===== src/rtl/imem_ctrl_pkg.sv =====
// Shared definitions for the instruction-memory boot loader: controller
// states, the default memory size and the width of the memory address bus.
package imem_ctrl_pkg;

    // Controller states. RUN releases the core, ERROR latches an overflow.
    typedef enum logic [2:0] {
        ST_IDLE  = 3'd0,
        ST_CLEAR = 3'd1,
        ST_LOAD  = 3'd2,
        ST_RUN   = 3'd3,
        ST_ERROR = 3'd4
    } state_t;

    // Default instruction memory size in bytes.
    localparam int MEM_BYTES_DEFAULT = 1024;

    // Width of the shared instruction-memory address bus.
    localparam int IMEM_ADDR_W = 32;

endpackage


===== src/rtl/imem_boot_loader.sv =====
// Boot loader for the instruction memory. On start it zero-fills the whole
// memory, then streams a little-endian program byte stream into it and
// finally releases the core from reset. While the core runs, the memory
// address bus is handed over to the core fetch address.
//
// Byte stream handshake: a byte transfers on a rising edge where
// in_valid && in_ready are both high. in_ready is a pure decode of the
// registered state (high only in LOAD) and never depends on in_valid;
// in_data and in_last are only looked at on a transfer edge.
module imem_boot_loader
    import imem_ctrl_pkg::*;
#(
    parameter int MEM_BYTES = MEM_BYTES_DEFAULT
) (
    input  logic        clk,
    input  logic        resetn,
    input  logic        start,
    input  logic        in_valid,
    output logic        in_ready,
    input  logic [7:0]  in_data,
    input  logic        in_last,
    input  logic [31:0] core_pc,
    output logic        mem_we,
    output logic [7:0]  mem_wdata,
    output logic [31:0] imem_addr,
    output logic        core_resetn,
    output logic        busy,
    output logic        err,
    output logic [31:0] load_count
);

    // One spare bit so the counter can represent MEM_BYTES itself.
    localparam int              CNT_W     = $clog2(MEM_BYTES) + 1;
    localparam logic [CNT_W-1:0] LAST_ADDR = CNT_W'(MEM_BYTES - 1);
    localparam logic [CNT_W-1:0] CNT_ONE   = CNT_W'(1);

    state_t           state;
    state_t           state_nxt;
    logic [CNT_W-1:0] cnt;
    logic [CNT_W-1:0] load_cnt_q;
    logic [CNT_W-1:0] wr_addr_q;
    logic [7:0]       wr_data_q;
    logic             wr_we_q;
    logic             err_q;
    logic             core_resetn_q;

    logic             start_ok;
    logic             accept;
    logic             at_top;
    logic             clearing;
    logic [CNT_W-1:0] write_addr;

    // Handshake and condition decodes shared by the FSM and the datapath.
    always_comb begin
        start_ok = start && (state == ST_IDLE || state == ST_RUN || state == ST_ERROR);
        in_ready = (state == ST_LOAD);
        accept   = in_valid && in_ready;
        at_top   = (cnt == LAST_ADDR);
        clearing = (state == ST_CLEAR);
    end

    // State register.
    always_ff @(posedge clk or negedge resetn) begin
        if (!resetn) begin
            state <= ST_IDLE;
        end else begin
            state <= state_nxt;
        end
    end

    // Next-state logic: start only honoured outside CLEAR/LOAD.
    always_comb begin
        state_nxt = state;
        case (state)
            ST_IDLE, ST_RUN, ST_ERROR: begin
                if (start_ok) begin
                    state_nxt = ST_CLEAR;
                end
            end
            ST_CLEAR: begin
                if (at_top) begin
                    state_nxt = ST_LOAD;
                end
            end
            ST_LOAD: begin
                if (accept) begin
                    if (in_last) begin
                        state_nxt = ST_RUN;
                    end else if (at_top) begin
                        state_nxt = ST_ERROR;
                    end
                end
            end
            default: state_nxt = ST_IDLE;
        endcase
    end

    // Counters, registered write port and core reset release.
    always_ff @(posedge clk or negedge resetn) begin
        if (!resetn) begin
            cnt           <= '0;
            load_cnt_q    <= '0;
            wr_addr_q     <= '0;
            wr_data_q     <= '0;
            wr_we_q       <= 1'b0;
            err_q         <= 1'b0;
            core_resetn_q <= 1'b0;
        end else begin
            // A load strobe lives for exactly one cycle after its accept.
            wr_we_q <= 1'b0;
            case (state)
                ST_IDLE, ST_RUN, ST_ERROR: begin
                    if (start_ok) begin
                        cnt           <= '0;
                        load_cnt_q    <= '0;
                        err_q         <= 1'b0;
                        core_resetn_q <= 1'b0;
                    end else if (state == ST_RUN) begin
                        // First RUN cycle still shows the final write, so
                        // the core comes out of reset one cycle later.
                        core_resetn_q <= 1'b1;
                    end
                end
                ST_CLEAR: begin
                    if (at_top) begin
                        cnt <= '0;
                    end else begin
                        cnt <= cnt + CNT_ONE;
                    end
                end
                ST_LOAD: begin
                    if (accept) begin
                        wr_we_q    <= 1'b1;
                        wr_data_q  <= in_data;
                        wr_addr_q  <= cnt;
                        cnt        <= cnt + CNT_ONE;
                        load_cnt_q <= load_cnt_q + CNT_ONE;
                        if (at_top && !in_last) begin
                            err_q <= 1'b1;
                        end
                    end
                end
                default: begin
                    cnt <= cnt;
                end
            endcase
        end
    end

    // Memory port: CLEAR writes zeros straight from cnt, LOAD writes come
    // from the registered byte; a running core owns the address bus.
    always_comb begin
        write_addr  = clearing ? cnt : wr_addr_q;
        mem_we      = !core_resetn_q && (clearing || wr_we_q);
        mem_wdata   = (mem_we && !clearing) ? wr_data_q : 8'h00;
        imem_addr   = core_resetn_q ? core_pc : IMEM_ADDR_W'(write_addr);
        core_resetn = core_resetn_q;
        busy        = clearing || (state == ST_LOAD);
        err         = err_q;
        load_count  = IMEM_ADDR_W'(load_cnt_q);
    end

endmodule


===== config.mk =====
export PLATFORM = sky130hd
export DESIGN_NAME = imem_boot_loader
export DESIGN_NICKNAME = d
export VERILOG_FILES = /design/src/rtl/imem_ctrl_pkg.sv /design/src/rtl/imem_boot_loader.sv
export SDC_FILE = /design/constraint.sdc
export NUM_CORES = 1
export LEC_CHECK = 0
export ABC_AREA = 1
export BUFFER_PORTS_ARGS = -buffer_cell sky130_fd_sc_hd__buf_2
export CAP_MARGIN = 0
export CORE_ASPECT_RATIO = 1.2
export CORE_MARGIN = 5
export CORE_UTILIZATION = 40
export CTS_CLUSTER_SIZE = 28
export DETAILED_ROUTE_END_ITERATION = 7
export MAX_ROUTING_LAYER = met4
export PLACE_DENSITY = 0.66
export SYNTH_ARGS = -nofsm -noshare
export SYNTH_HDL_FRONTEND = slang
export SYNTH_SLANG_ARGS = --single-unit

===== constraint.sdc =====
create_clock -name clk -period 3.9 [get_ports clk]
set_input_delay 1.17 -clock clk [delete_from_list [all_inputs] [get_ports clk]]
set_output_delay 1.17 -clock clk [all_outputs]
set_load 0.02 [all_outputs]

# == Word-level counts from Yosys, hierarchy flattened ==
# Index checks and enable logic that the tools add are counted.
# totals
ff_bits,47
input_bits,45
output_inout_bits,77
wordCells,66
# op_classes
addsub,2
eq_ne,10
muxes,23
n_reduce_logical,23
# op_table
op,count
$mux 11,5
$pmux 11 s3,1
$mux 32,1
$add 11x1->11 const B,2
$pmux 11 s2,1
$mux 3,5
$eq 11x10->1 const B,1
$pmux 3 s3,1
$mux 8,1
$reduce_and 4->1,2
$mux 1,7
$eq 3x2->1 const B,2
$reduce_and 3->1,2
$logic_and 1x1->1,5
$logic_or 1x1->1,4
$ne 2x1->1 const B,2
$ne 2x2->1 const B,2
$reduce_and 2->1,2
$reduce_bool 2->1,2
$eq 3x1->1 const B,1
$eq 3x3->1 const B,1
$logic_not 1->1,3
$logic_not 3->1,1
$ne 3x1->1 const B,1
3 further kinds,3

# == Depth between registers and ports, before layout ==
# depth
ltp_word,6
depth_mapped,10
ltp_nobuf,10

# == Least setup slack after synthesis ==
# No wires, ideal clock.
# synth_path
path_kind,input -> output
startpoint,input core_pc[10]
endpoint,output imem_addr[10]
arrival_ps,1551
setup_slack_ps,1179
stages,2
path_cell_list,nor2_1 a21oi_1
# synth_between
elab_chain_cells,1
# synth_rtl
element,line,source
start: declaration,imem_boot_loader.sv:22,"input logic [31:0] core_pc,"
$mux 32,imem_boot_loader.sv:156,imem_addr = core_resetn_q ? core_pc : IMEM_ADDR_W'(write_addr);
end: declaration,imem_boot_loader.sv:25,"output logic [31:0] imem_addr,"
# No other way between the ends.

# == Worst setup path after layout ==
# layout_path
startpoint,register state[2]
endpoint,output mem_wdata[6]
# layout_between
elab_chain_cells,5
word_cells_on_any_way,6
cone_classes,1 x eq/ne; 1 x mux; 4 x reduce/logical
# layout_rtl
element,line,source
start: declaration,imem_boot_loader.sv:37,state_t state;
start signal: assignment,imem_boot_loader.sv:67,state <= state_nxt;
$eq 3x1->1 *,imem_boot_loader.sv:59,clearing = (state == ST_CLEAR);
$logic_or 1x1->1,imem_boot_loader.sv:154,mem_we = !core_resetn_q && (clearing || wr_we_q);
$logic_and 1x1->1,imem_boot_loader.sv:154,
$logic_and 1x1->1 *,imem_boot_loader.sv:155,mem_wdata = (mem_we && !clearing) ? wr_data_q : 8'h00;
$mux 8 *,imem_boot_loader.sv:155,
end: declaration,imem_boot_loader.sv:24,"output logic [7:0] mem_wdata,"
# Mark *: on every way between the ends. The rest lies on a longest branch, timed or not.

==> flow_summary.ini <==
[timing]
rsz0062_at_grt = no
setup_viol = 0
relSlewSlack = 0.296
tightest_slew_ns = 1.06
final.period_utilization = 0.842
fin_skew_ns = 0.00348
drv_slew = 0
fmax_mhz = 305
layout_setup_ws_ns = 0.617
fin_crit_ns = 3.28
fin_setup_tns_ns = 0
final_hold_viol_count = 0

[worst_setup_path]
cp_slowest_cell = dfrtp_1
r2r_cells = 8
cp_common_cell = inv_1
r2r_start = state[2]$_DFFE_PN0P_
r2r_setup_slack_ns = 1.80
path_cells = inv_1 > nand3_1 > buf_4 > inv_1 > o21a_1 > nand2_1 > nor2_1 > buf_2
required_ns = 2.73
reg2reg_to = wr_addr_q[0]$_DFFE_PN0P_
endpoint = mem_wdata[6]
critPathMaxFanout = 17
crit_arrival_ns = 2.11
cp-start-kind = flip-flop
critPathKind = reg2out
max_stage_delay_ns = 0.39
end_kind = output port
setup.worst_path.start = state[2]$_DFFE_PN0P_

[cells_and_area]
fill_cells = 784
regArea_mm2 = 0.00118
drive_above_1_share = 0.241
nNetsFinal = 573
multi_input_area_mm2 = 0.00142
area_growth_pct = 19.4
fin_cells = 617
stdcell_area_mm2 = 0.00356
diodes = 0
postLayoutCoreUtil = 0.490

[power_and_ir_drop]
p_int_mw = 1.10
swShare = 0.502
pwr-share-clk = 0.143
power.density_mw_per_mm2 = 619
p_leak_nw = 2.01
p_sw_mw = 1.11
pwr-share-seq = 0.297
irDropWorstVdd_mv = 0.245
p_comb_frac = 0.560

[place]
dp_hpwl_um = 5660
place_congestion = 0.922
place_area_mm2 = 0.00346
dp_slack_ns = 0.931
post-place-cells = 609
io_buffers = 100

[floorplanning]
fp.dieH_um = 105
coreArea_mm2 = 0.00727
die_w_um = 88.9
start_util = 0.410
die_area_mm2 = 0.00930
ios = 122
rows = 34

[cts]
cts_hold_buf = 0
ctsLongestPathBuffers = 2
clk_pin_slew_ns = 0.08
cts_buffers = 5
worstSkewPairLatency_ns = 0.29
h-tree-depth = 2
cts_root_buf = clkbuf_8
cts-resized-gates = 0
cts_tree = yes
cts_sinks = 47
cts_setup_buffers = 0

[detailed_routing]
num_vias = 2902
drt-initial-drc-count = 122
vias_per_cell = 4.70
dr.pass1.iters = 4
ant_nets = 0
drt_wl_total_um = 7490
remaining_drc_errors = 0
wire_per_inst_um = 12.1

[hold_path]
worstHoldPathCells = 2
hold_path_startpoint = wr_addr_q[6]$_DFFE_PN0P_
hold_class = reg2reg

[synthesis]
avgSynthCellArea_um2 = 6.93
ys.flop_type = dfrtp_1
synthesis.instances = 431
yosysTopAreaCellShare = 0.394
synth_cell_types = 26
synth_common_cells = nand2_1, inv_1, dfrtp_1
synth.top_cells.by_area = dfrtp_1, nand2_1, inv_1, nor2_1, buf_4
syn-cell-area_mm2 = 0.00299
synth_top_area_cell = dfrtp_1
async_flop_share = 1.00
seq_area_frac_synth = 0.394
yosysMostFrequentCell = nand2_1
synth_seq_cells = 47
yosysWarnings = 0
synth_edf_count = 0

[status]
status = complete, no violations

[flow_run]
maxCapViolCount = 0

[global_routing]
grtUsageTotal = 0.171
antenna_found_initial = 0
grt-ovfl-total = 0
grt_pass1_wl_um = 12600
grt_start_max_net_pins = 48
grt_pass1_vias = 2764
[cells by family after synthesis]
group	Yosys count	share of synthesized area
adders and majority gates	2	0.00838
DFF	47	0.394
AOI/OAI and AO/OA	69	0.125
and+or+nand+nor	211	0.304
other	1	0.00126
buffers and inverters	97	0.155
xor gates and xnor gates	4	0.0117
[per-stage QoR]
stage	power [mW]	hold slack [ns]
3_3_place_gp	1.90	0.455
4_1_cts	2.25	0.481
2_1_floorplan	1.59	0.442
5_1_grt	2.40	0.510
3_5_place_dp	1.92	0.460
6_report	2.21	0.481
[placed cells by master, fill, tap and decap left out, types with 2 or more instances in the layout]
cell type / count
xor2_1: 4
o21ai_2: 4
dfrtp_1: 47
inv_1: 59
nor2_1: 45
o21ai_1: 9
ha_1: 2
or2_2: 2
nor2_4: 3
a21oi_1: 30
buf_2: 100
nor3_1: 10
nand2_1: 114
o21ai_0: 24
inv_2: 2
nand2_4: 4
clkbuf_8: 7
conb_1: 21
nand3_1: 30
nand4_1: 3
buf_4: 2
[flip-flops by register name, indices dropped and copies added, names as in the netlist]
name,cells
err,1
load_cnt_q,11
wr_data_q,8
wr_addr_q,11
state,3
wr_we_q,1
cnt,11
core_resetn,1
[worst min-delay path by stage]
stage                          endpoint  slack [ns]
3_3_place_gp   wr_addr_q[6]$_DFFE_PN0P_        0.45
5_1_grt        wr_addr_q[5]$_DFFE_PN0P_        0.51
6_report       wr_addr_q[6]$_DFFE_PN0P_        0.48
4_1_cts        wr_addr_q[6]$_DFFE_PN0P_        0.48
2_1_floorplan  wr_addr_q[5]$_DFFE_PN0P_        0.44
3_5_place_dp   wr_addr_q[6]$_DFFE_PN0P_        0.46
[layout make-up]
| type | instances | area share |
|---|---|---|
| repair buffers | 102 | 0.145 |
| flip-flops and latches | 47 | 0.330 |
| multi-input cells | 307 | 0.398 |
| clock buffers | 8 | 0.0281 |
| inverters | 63 | 0.0674 |
| well taps | 90 | 0.0316 |
[critical path: cells and delay by family (launching register included)]
family | cells | cell delay (ns)
simple gates | 3 | 0.38
buf+inv | 4 | 0.87
flops | 1 | 0.39
compound gates | 1 | 0.18
[metal layers]
layer / share of wire / vias up / track usage
met1: 0.41 / 1323 / 0.208
met3: 0.051 / 7 / 0.0228
met2: 0.52 / 77 / 0.296
li1: - / 1495 / -
met5: 0 / - / -
met4: 0.011 / 0 / 0.0410
[power by group through the flow]
stage               Sequential (mW)  Combinational (mW)  Clock, mW
floorplan                     0.667               0.919          0
global placement              0.660                1.24          0
detailed placement            0.666                1.26          0
CTS                           0.656                1.26      0.328
global route                  0.670                1.38      0.347
finish                        0.655                1.24      0.316
(Power assumes the default switching activity.)
